--- src/rtl/ni_packet_tx_pkg.sv ---
// ---------------------------------------------------------------------------
// ni_packet_tx_pkg
// Shared types for the network-interface packet transmitter: flit format,
// router address, transmitter FSM states and the latched packet request.
// A flit is {valid, flit_type[1:0], data[15:0]} = 19 bits.
// ---------------------------------------------------------------------------
package ni_packet_tx_pkg;

    localparam int FLIT_DATA_BITS = 16;
    localparam int PAYLOAD_BITS   = 2 * FLIT_DATA_BITS;

    typedef enum logic [1:0] {
        TAIL_FLIT = 2'b00,
        BODY_FLIT = 2'b01,
        HEAD_FLIT = 2'b10
    } FLIT_TYPE_t;

    typedef struct packed {
        logic                      valid;
        FLIT_TYPE_t                flit_type;
        logic [FLIT_DATA_BITS-1:0] data;
    } FLIT_t;

    typedef struct packed {
        logic [7:0] xaddr;
        logic [7:0] yaddr;
    } ROUTER_CONFIG;

    typedef enum logic [2:0] {
        NI_IDLE,
        NI_SEND_HEAD,
        NI_SEND_BODY1,
        NI_SEND_BODY2,
        NI_SEND_TAIL
    } NI_TX_STATE_t;

    typedef struct packed {
        ROUTER_CONFIG              dest;
        logic [PAYLOAD_BITS-1:0]   payload;
    } NI_PKT_REQ_t;

endpackage

--- src/rtl/ni_packet_tx_if.sv ---
// ---------------------------------------------------------------------------
// ni_packet_tx_if
// Core-side packet request and router-side flit link of the NI transmitter.
//   pkt_valid/pkt_ready  request handshake, pkt_dest/pkt_payload request data
//   flit/flit_req        offered flit (flit_req mirrors flit.valid)
//   flit_ack             router accepts the offered flit
// master: core + router side.  slave: the transmitter.
// ---------------------------------------------------------------------------
interface ni_packet_tx_if;
    import ni_packet_tx_pkg::*;

    logic                    pkt_valid;
    logic                    pkt_ready;
    ROUTER_CONFIG            pkt_dest;
    logic [PAYLOAD_BITS-1:0] pkt_payload;
    FLIT_t                   flit;
    logic                    flit_req;
    logic                    flit_ack;

    modport master (
        output pkt_valid, pkt_dest, pkt_payload, flit_ack,
        input  pkt_ready, flit, flit_req
    );

    modport slave (
        input  pkt_valid, pkt_dest, pkt_payload, flit_ack,
        output pkt_ready, flit, flit_req
    );

endinterface

--- src/rtl/ni_flit_builder.sv ---
// ---------------------------------------------------------------------------
// ni_flit_builder
// Combinational flit formatter: maps a transmitter state and latched request
// to the flit offered in that state (all-zero flit in IDLE).
//   state_i  transmitter state
//   req_i    latched destination + payload
//   flit_o   formatted flit
// Build option NI_TAIL_CHECKSUM_EN: tail data is the XOR of the two payload
// halves; otherwise the tail carries zero.
// ---------------------------------------------------------------------------
module ni_flit_builder
    import ni_packet_tx_pkg::*;
(
    input  NI_TX_STATE_t state_i,
    input  NI_PKT_REQ_t  req_i,
    output FLIT_t        flit_o
);

    logic [FLIT_DATA_BITS-1:0] tail_data;

`ifdef NI_TAIL_CHECKSUM_EN
    assign tail_data = req_i.payload[PAYLOAD_BITS-1:FLIT_DATA_BITS]
                     ^ req_i.payload[FLIT_DATA_BITS-1:0];
`else
    assign tail_data = '0;
`endif

    always_comb begin
        flit_o = '0;
        case (state_i)
            NI_SEND_HEAD: begin
                flit_o.valid     = 1'b1;
                flit_o.flit_type = HEAD_FLIT;
                flit_o.data      = {req_i.dest.xaddr, req_i.dest.yaddr};
            end
            NI_SEND_BODY1: begin
                flit_o.valid     = 1'b1;
                flit_o.flit_type = BODY_FLIT;
                flit_o.data      = req_i.payload[PAYLOAD_BITS-1:FLIT_DATA_BITS];
            end
            NI_SEND_BODY2: begin
                flit_o.valid     = 1'b1;
                flit_o.flit_type = BODY_FLIT;
                flit_o.data      = req_i.payload[FLIT_DATA_BITS-1:0];
            end
            NI_SEND_TAIL: begin
                flit_o.valid     = 1'b1;
                flit_o.flit_type = TAIL_FLIT;
                flit_o.data      = tail_data;
            end
            default: flit_o = '0;
        endcase
    end

endmodule

--- src/rtl/ni_packet_tx.sv ---
// ---------------------------------------------------------------------------
// ni_packet_tx
// Network-interface transmitter: accepts one packet request (dest + 32-bit
// payload) and serialises it as HEAD, BODY, BODY, TAIL onto the router local
// input with a req/ack handshake. All outputs are registered.
//   clk, rst_n       clock, asynchronous active-low reset
//   link (slave)     packet request handshake + flit link
//   busy_o           packet in flight
//   pkt_sent_cnt_o   accepted tail flits, wrapping
//   stall_err_o      sticky: STALL_LIMIT consecutive stalled cycles seen
// Build option NI_TAIL_CHECKSUM_EN (in ni_flit_builder): XOR checksum tail.
// ---------------------------------------------------------------------------
module ni_packet_tx
    import ni_packet_tx_pkg::*;
#(
    parameter int CNT_WIDTH   = 16,
    parameter int STALL_LIMIT = 64
) (
    input  logic                 clk,
    input  logic                 rst_n,
    ni_packet_tx_if.slave        link,
    output logic                 busy_o,
    output logic [CNT_WIDTH-1:0] pkt_sent_cnt_o,
    output logic                 stall_err_o
);

    localparam int STALL_W = (STALL_LIMIT > 0) ? $clog2(STALL_LIMIT + 1) : 1;
    localparam logic [STALL_W-1:0] STALL_MAX = STALL_W'(STALL_LIMIT);

    NI_TX_STATE_t         state_q, state_d;
    NI_PKT_REQ_t          req_q, req_d;
    FLIT_t                flit_q, flit_d;
    logic                 ready_q, busy_q;
    logic [CNT_WIDTH-1:0] cnt_q, cnt_d;
    logic [STALL_W-1:0]   stall_q, stall_d;
    logic                 err_q, err_d;
    logic                 xfer;

    // flit_q.valid is high exactly in the SEND_* states, so it doubles as req
    assign xfer = flit_q.valid & link.flit_ack;

    always_comb begin
        state_d = state_q;
        req_d   = req_q;
        cnt_d   = cnt_q;
        case (state_q)
            NI_IDLE: begin
                if (link.pkt_valid) begin
                    state_d      = NI_SEND_HEAD;
                    req_d.dest    = link.pkt_dest;
                    req_d.payload = link.pkt_payload;
                end
            end
            NI_SEND_HEAD:  if (xfer) state_d = NI_SEND_BODY1;
            NI_SEND_BODY1: if (xfer) state_d = NI_SEND_BODY2;
            NI_SEND_BODY2: if (xfer) state_d = NI_SEND_TAIL;
            NI_SEND_TAIL: begin
                if (xfer) begin
                    state_d = NI_IDLE;
                    cnt_d   = cnt_q + 1'b1;
                end
            end
            default: state_d = NI_IDLE;
        endcase
    end

    // Stall run length saturates at the limit; the error bit is sticky
    always_comb begin
        stall_d = stall_q;
        err_d   = err_q;
        if (STALL_LIMIT > 0) begin
            if (xfer)
                stall_d = '0;
            else if (flit_q.valid && stall_q != STALL_MAX)
                stall_d = stall_q + 1'b1;
            if (stall_d == STALL_MAX)
                err_d = 1'b1;
        end
    end

    // Built from next state so the output flit is a plain register
    ni_flit_builder u_builder (
        .state_i (state_d),
        .req_i   (req_d),
        .flit_o  (flit_d)
    );

    always_ff @(posedge clk or negedge rst_n) begin
        if (!rst_n) begin
            state_q <= NI_IDLE;
            req_q   <= '0;
            flit_q  <= '0;
            ready_q <= 1'b1;
            busy_q  <= 1'b0;
            cnt_q   <= '0;
            stall_q <= '0;
            err_q   <= 1'b0;
        end else begin
            state_q <= state_d;
            req_q   <= req_d;
            flit_q  <= flit_d;
            ready_q <= (state_d == NI_IDLE);
            busy_q  <= (state_d != NI_IDLE);
            cnt_q   <= cnt_d;
            stall_q <= stall_d;
            err_q   <= err_d;
        end
    end

    assign link.pkt_ready = ready_q;
    assign link.flit      = flit_q;
    assign link.flit_req  = flit_q.valid;
    assign busy_o         = busy_q;
    assign pkt_sent_cnt_o = cnt_q;
    assign stall_err_o    = err_q;

endmodule
--- src/flat_wrapper.sv ---
// flat-port wrapper written by rule: the top's interface ports become plain ports
module ni_packet_tx_flat import ni_packet_tx_pkg::*;
#(
    parameter int CNT_WIDTH   = 16,
    parameter int STALL_LIMIT = 64
)
  (clk, rst_n, busy_o, pkt_sent_cnt_o, stall_err_o, link_pkt_valid, link_pkt_dest, link_pkt_payload, link_flit_ack, link_pkt_ready, link_flit, link_flit_req);
  ni_packet_tx_if link_i ();
  input  logic clk;
  input  logic rst_n;
  output logic busy_o;
  output logic [CNT_WIDTH-1:0] pkt_sent_cnt_o;
  output logic stall_err_o;
  input wire logic [$bits(link_i.pkt_valid)-1:0] link_pkt_valid;
  input wire logic [$bits(link_i.pkt_dest)-1:0] link_pkt_dest;
  input wire logic [$bits(link_i.pkt_payload)-1:0] link_pkt_payload;
  input wire logic [$bits(link_i.flit_ack)-1:0] link_flit_ack;
  output wire logic [$bits(link_i.pkt_ready)-1:0] link_pkt_ready;
  output wire logic [$bits(link_i.flit)-1:0] link_flit;
  output wire logic [$bits(link_i.flit_req)-1:0] link_flit_req;
  assign link_i.pkt_valid = link_pkt_valid;
  assign link_i.pkt_dest = link_pkt_dest;
  assign link_i.pkt_payload = link_pkt_payload;
  assign link_i.flit_ack = link_flit_ack;
  assign link_pkt_ready = link_i.pkt_ready;
  assign link_flit = link_i.flit;
  assign link_flit_req = link_i.flit_req;
  ni_packet_tx #(.CNT_WIDTH(CNT_WIDTH), .STALL_LIMIT(STALL_LIMIT)) u_core (.clk(clk), .rst_n(rst_n), .link(link_i), .busy_o(busy_o), .pkt_sent_cnt_o(pkt_sent_cnt_o), .stall_err_o(stall_err_o));
endmodule
--- config.mk ---
export PLATFORM = sky130hd
export DESIGN_NAME = ni_packet_tx_flat
export DESIGN_NICKNAME = d
export VERILOG_FILES = /design/src/rtl/ni_packet_tx_pkg.sv /design/src/rtl/ni_packet_tx_if.sv /design/src/rtl/ni_flit_builder.sv /design/src/rtl/ni_packet_tx.sv /design/src/flat_wrapper.sv
export SDC_FILE = /design/constraint.sdc
export NUM_CORES = 1
export LEC_CHECK = 0
export ABC_CLOCK_PERIOD_IN_PS = 3700
export CORE_MARGIN = 2
export CORE_UTILIZATION = 31
export CTS_CLUSTER_DIAMETER = 80
export DETAILED_ROUTE_END_ITERATION = 10
export GPL_TIMING_DRIVEN = 0
export PLACE_DENSITY = 0.54
export SYNTH_ARGS = -nofsm -noshare
export SYNTH_HDL_FRONTEND = slang
export SYNTH_SLANG_ARGS = --single-unit
--- constraint.sdc ---
create_clock -name clk -period 3.7 [get_ports clk]
set_input_delay 0.37 -clock clk [delete_from_list [all_inputs] [get_ports clk]]
set_output_delay 0.37 -clock clk [all_outputs]
set_load 0.02 [all_outputs]
==> out/qor.csv, run 1 <==
stage,metric,value,unit
drt,first_iter_violations,108,
timing,finalHoldViolations,0,
final_layout,fin_nets,466,
synthesis,avgSynthCellArea,13.3,um^2
drt,drt_drc_violations_left,0,
drt,dr.pass1.iters,4,
global_route,grt_pass1_vias,3067,
status,status,"finished, final reports clean",
pwr,switching_share,34.0,%
synthesis,synth_cell_type_count,47,
final_layout,area_growth,35.5,%
clock_tree,holdBufCountCts,0,
timing,slew_headroom,58.6,%
pwr,power_switching,0.00155,W
timing,rsz0062_at_grt,no,
die,die_x,119,um
pwr,internal_power,0.00301,W
drt,ant_nets,0,
final_layout,fillers,1244,
die,ios,91,
placement,postPlaceCellArea,0.00526,mm^2
critical_path,critPathRequiredTime,3.96,ns
synthesis,synth_warnings,0,
synthesis,async_flop_share,100,%
clock_tree,cts_tree,yes,
min_path,hold_class,input port to async pin,
synthesis,synth_top_cell_by_area,dfrtp_1,
pwr,combPwrFrac,42.8,%
clock_tree,post_cts_resized,0,
global_route,grt_pass1_wl,15900,um
global_route,grt.total_usage,14.4,%
timing,finalCritPeriodShare,53.6,%
synthesis,syn_nets,364,
run,drv_cap,0,
clock_tree,clkTransAtPathRegs,0.06,ns
die,die_y,119,um
critical_path,crit_fanout,10,
synthesis,synth-seq-cells,96,
clock_tree,max-clock-path-buffers,2,
drt,post_drt_via_cell_ratio,4.68,
critical_path,worst_ep_arrival_time,2.25,ns
critical_path,cp-start-kind,input port,
synthesis,synth_flop_cell,dfrtp_1,
pwr,p_per_area,817,mW/mm^2
timing,setup_violations,0,
pwr,p_leak,2.40,nW
clock_tree,clk_latency,0.34,ns
critical_path,slowest_stage,clkdlybuf4s50_1,
timing,period_needed,1.98,ns
critical_path,crit_chain,clkdlybuf4s50_1 > and3_1 > xnor2_1 > nor2_2 > buf_2 > a22oi_1 > o21ai_2,
critical_path,critPathCaptureType,flop,
clock_tree,cts-root-buf,clkbuf_16,
global_route,antenna_found_initial,0,
synthesis,ys_seq_area_share,58.5,%
final_layout,fin_cells,592,
placement,gp_congestion,0.774,
synthesis,syn_inst,309,
placement,io_buffer_count,90,
global_route,grt_max_degree,51,
timing,skew,0.00601,ns
pwr,finalPower,0.00455,W
die,die-area,0.0142,mm^2
final_layout,drive_above_1_share,24.0,%
critical_path,cpPeakStageDelay,0.64,ns
die,initial_core_util,31.4,%
drt,vias,2769,
placement,post-place-ws,1.36,ns
final_layout,diodes,0,
synthesis,netlist_area,0.00411,mm^2
die,core,0.0131,mm^2
die,fp-row-count,42,
synthesis,synth_top_area_share,57.8,%
pwr,p_clk_share,21.8,%
timing,finalWorstSetupSlack,1.72,ns
pwr,peakVddDrop,0.000457,V
placement,dp_hpwl,6510,um
timing,tightest_slew,0.622,ns
clock_tree,clock-sinks,96,
placement,dp_cells,576,
synthesis,synth.area.top_cells,"dfrtp_1 (58%), mux2_2 (12%), a22oi_1 (2.9%), nand3_1 (2.8%), o21ai_2 (2.1%)",
clock_tree,post_cts_buffers,0,
drt,wl_per_cell,16.2,um
global_route,overflow,0,
clock_tree,htree_levels,3,
timing,finalMaxSlewViolations,0,
synthesis,synth_edf_count,0,
clock_tree,cts_inserted_buffers,9,
critical_path,criticalPathCategory,input port to flop,
pwr,pwr-share-seq,35.4,%
timing,max_freq,0.504,GHz
final_layout,fin_area,0.00557,mm^2
drt,drt-total-wl,9580,um
-- power groups by stage --
stage | Clock [W] | Combinational, W | Sequential (W)
final | 0.000992 | 0.00195 | 0.00161
after global routing | 0.00106 | 0.00215 | 0.00166
after CTS | 0.00102 | 0.00198 | 0.00162
after detailed placement | 0 | 0.00197 | 0.00163
after global placement | 0 | 0.00194 | 0.00163
after floorplan | 0 | 0.00121 | 0.00173
-- synth_stat cells (6+ instances only) --
cell     instances
nand2_1          8
nand3_1         23
xnor2_1         10
and3_1           9
nor2_1           8
dfrtp_1         95
mux2_2          44
o21ai_2         10
buf_2            7
buf_6            6
o21ai_0          6
a22oi_1         16
-- critical path, delay by kind of cell --
| kind | cells | cell delay, ns |
|---|---|---|
| AO/OA/AOI/OAI | 2 | 0.31 |
| XOR/XNOR | 1 | 0.10 |
| buffers and inverters | 2 | 0.96 |
| AND/OR/NAND/NOR | 2 | 0.50 |
-- routing by layer --
layer	track usage, %	wire [um]
met2	23.2	4510
met5	0	0
met1	18.8	4370
met4	3.79	106
met3	4.69	588
-- state kept, by name, summed over array words and instances (netlist names) --
signal                 cells
u_core.state_q             3
u_core.stall_q             7
u_core.stall_err_o         1
u_core.link.flit          18
u_core.pkt_sent_cnt_o     16
u_core.link.flit_req       1
u_core.busy_o              1
u_core.req_q              48
u_core.link.pkt_ready      1
-- stage by stage --
stage          utilization, %  TNS (ns)  hold slack (ns)
2_1_floorplan               -         0           0.0744
3_3_place_gp             40.0   -133.87            0.462
3_5_place_dp             40.2         0            0.434
4_1_cts                  42.6         0           0.0660
5_1_grt                  42.6         0            0.102
6_report                 42.6         0           0.0438
-- layout make-up --
cell class / count / area, um^2 / area share (%)
flip-flops and latches: 96 / 2400 / 43.1
multi-input cells: 188 / 1530 / 27.5
repair buffers: 91 / 926 / 16.6
clock buffers: 13 / 250 / 4.49
well taps: 176 / 220 / 3.95
plain buffers: 19 / 151 / 2.72
clock inverters: 3 / 65.1 / 1.17
inverters: 6 / 22.5 / 0.404
-- layout by cell type (no fill, tap or decap), types with 8 or more instances in the layout --
cell type        synthesis  routed
a22oi_1                 16      16
and3_1                   9       9
clkbuf_16                0       9
clkdlybuf4s50_1          0      89
dfrtp_1                 95      95
mux2_2                  44      44
nand2_1                  8       8
nand3_1                 23      23
nor2_1                   8       8
o21ai_2                 10      10
xnor2_1                 10      10
-- worst paths after layout --
path                                                          to  slack [ns]                                   from  depth (start not counted)
max in group asynchronous        u_core.link.pkt_ready$_DFF_PN1_        2.94                                  rst_n                          2
max                                u_core.link.flit[6]$_DFF_PN0_        1.72                          link_flit_ack                          7
min in group clk           u_core.pkt_sent_cnt_o[15]$_DFFE_PN0P_        0.46  u_core.pkt_sent_cnt_o[15]$_DFFE_PN0P_                          1
min reg2reg                u_core.pkt_sent_cnt_o[15]$_DFFE_PN0P_        0.46  u_core.pkt_sent_cnt_o[15]$_DFFE_PN0P_                          1
max reg2reg                       u_core.link.flit[15]$_DFF_PN0_        1.74            u_core.state_q[2]$_DFF_PN0_                          7
min                                   u_core.req_q[39]$_DFF_PN0_        0.04                                  rst_n                          1
-- cell families after synthesis --
logic type               synth area share, %
AO/OA/AOI/OAI                           8.76
adder cells (fa/ha/maj)                0.913
flip-flops                              58.5
AND/OR/NAND/NOR                         9.43
buffers and inverters                   4.23
XOR/XNOR                                3.59
multiplexers                            14.6
(Power assumes the default switching activity.)
==> run 2, diff against run 1 <==
Settings changed: ABC_CLOCK_PERIOD_IN_PS 3700 to 1800, PLACE_DENSITY 0.54 to 0.56.
Clock period 3.7 ns to 1.8 ns, I/O delays scaled along.
==> out/qor.csv, run 2 (synthesis gave the netlist of run 1 again) <==
stage,metric,value,unit
placement,post-place-ws,-0.363,ns
drt,drt-total-wl,9910,um
die,ios,91,
drt,ant_nets,0,
global_route,grt_pass1_wl,16400,um
drt,vias,2812,
critical_path,crit_family,flip-flops,
status,failed_checks,negative setup slack,
final_layout,drive_above_1_share,31.7,%
timing,max_freq,0.549,GHz
global_route,grt_pass1_vias,3028,
die,die-area,0.0142,mm^2
placement,gp_congestion,0.791,
timing,finalWorstSetupSlack,-0.0218,ns
min_path,whs_path_depth,2,
pwr,p_leak,2.48,nW
timing,period_needed,1.82,ns
final_layout,regMostFlops,u_core.req_q,
pwr,peakVddDrop,0.000795,V
timing,skew,0.00689,ns
die,initial_core_util,31.4,%
clock_tree,cts_tree,yes,
die,core,0.0131,mm^2
die,die_x,119,um
final_layout,fillers,1210,
critical_path,cpPeakStageDelay,0.43,ns
timing,fin_setup_tns,-0.0329,ns
final_layout,fin_nets,473,
final_layout,layout_commonest_cell,dfrtp_1,
final_layout,final_cell_mix,"dfrtp_1 (93), clkdlybuf4s50_1 (88), mux2_2 (40)",
clock_tree,clkTransAtPathRegs,0.06,ns
timing,tightest_slew,0.808,ns
final_layout,fin_util,44.5,%
clock_tree,clk_latency,0.34,ns
drt,drt_drc_violations_left,0,
final_layout,area_growth,41.6,%
critical_path,critical_path_depth,6,
timing,finalMaxSlewViolations,0,
clock_tree,cts_inserted_buffers,9,
drt,post_drt_via_cell_ratio,4.69,
run,drv_cap,0,
critical_path,cp-start-kind,flop,
clock_tree,clock-sinks,96,
final_layout,diodes,0,
clock_tree,htree_levels,3,
clock_tree,cts-root-buf,clkbuf_16,
drt,dr.pass1.iters,4,
pwr,p_per_area,1690,mW/mm^2
timing,rsz0062_at_grt,yes,
critical_path,criticalPathCategory,flop to flop,
global_route,grt.total_usage,15.0,%
critical_path,crit_chain,nor4b_4 > buf_6 > buf_12 > mux2_4 > a22o_1 > a21o_1,
global_route,antenna_found_initial,0,
critical_path,crit_buf_inv,2,
final_layout,fin_area,0.00582,mm^2
timing,finalCritPeriodShare,101,%
final_layout,largest_register_ffs,48,
timing,setup_violations,3,
placement,dp_hpwl,6540,um
critical_path,critPathCaptureType,flop,
critical_path,slowest_stage,dfrtp_2,
clock_tree,max-clock-path-buffers,2,
drt,wl_per_cell,16.5,um
drt,first_iter_violations,136,
critical_path,critPathRequiredTime,2.03,ns
critical_path,ff2ff_path_depth,6,
die,die_y,119,um
placement,postPlaceCellArea,0.00526,mm^2
die,fp-row-count,42,
status,status,"finished, violations left",
timing,finalHoldViolations,0,
timing,slew_headroom,46.1,%
min_path,hold_class,input port to flop,
global_route,overflow,0,
critical_path,crit_fanout,6,
critical_path,worst_ep_arrival_time,2.05,ns
global_route,grt_max_degree,62,
placement,io_buffer_count,90,
run 2: changes by cell type in the layout (fill, tap and decap cells not counted), moves of 3 or more:
| cell | before | now |
|---|---|---|
| buf_12 | 0 | 3 |
| nand3_1 | 23 | 20 |
| clkbuf_1 | 4 | 1 |
| a22oi_1 | 16 | 3 |
| mux2_4 | 5 | 9 |
| buf_2 | 7 | 1 |
| a22oi_2 | 0 | 13 |
| mux2_2 | 44 | 40 |
| buf_4 | 5 | 11 |
| nand3_2 | 0 | 3 |
run 2: report_power, final:
part | switching, W | internal (W) | leakage, nW | total (W)
Clock | 0.000832 | 0.00102 | 0.142 | 0.00185
Combinational | 0.00234 | 0.00230 | 1.15 | 0.00464
Sequential | 0.000310 | 0.00302 | 1.19 | 0.00333
Total | 0.00348 | 0.00635 | 2.48 | 0.00983
run 2: final timing paths:
kind                                                  startpoint                                     to  slack, ns
max                                  u_core.state_q[0]$_DFF_PN0_         u_core.link.flit[10]$_DFF_PN0_      -0.02
min                                                link_flit_ack            u_core.stall_q[0]$_DFF_PN0_       0.27
max reg2reg                          u_core.state_q[0]$_DFF_PN0_         u_core.link.flit[10]$_DFF_PN0_      -0.02
min reg2reg                u_core.pkt_sent_cnt_o[15]$_DFFE_PN0P_  u_core.pkt_sent_cnt_o[15]$_DFFE_PN0P_       0.47
max in group asynchronous                                  rst_n            u_core.state_q[1]$_DFF_PN0_       0.77
min in group asynchronous                                  rst_n              u_core.req_q[7]$_DFF_PN0_       0.35
run 2: metrics by stage:
step	power [W]	hold slack [ns]	cells
after global routing	0.0105	0.270	599
final	0.00983	0.268	599
after CTS	0.00968	0.351	600
after global placement	0.00733	0.458	575
after floorplan	0.00604	-0.116	309
after detailed placement	0.00741	0.184	576
run 2: what timing repair did:
item | CTS | global route
endpoints found under the hold margin | 34 | 0
endpoints found under the setup margin | 17 | 21
gates cloned | 2 | 0
gates resized for setup | 24 | 26
hold buffers | 1 | 0
buffers inserted | 6 | 0
pin swaps | 2 | 5
run 2: worst reg2reg max path: stages, from the launching register on:
cell and delay [ns]:
dfrtp_2 0.43, nor4b_4 0.28, buf_6 0.17, buf_12 0.15, mux2_4 0.31, a22o_1 0.23, a21o_1 0.15
run 2: layer usage:
metal	share of wire (%)	global-route usage, %	vias up
met5	0	0	-
met4	1.1	4.02	0
met3	5.7	4.93	10
met2	48	23.5	65
met1	45	19.9	1411
li1	-	-	1326
run 2: final cells by class:
class	instances	area [um^2]	share of cell area [%]
tap	176	220	3.78
clock buffer	11	253	4.34
clock inverter	5	38.8	0.666
multi-input combinational	188	1670	28.6
sequential	96	2410	41.3
buffer	17	189	3.25
inverter	6	25.0	0.430
timing repair buffer	100	1020	17.6
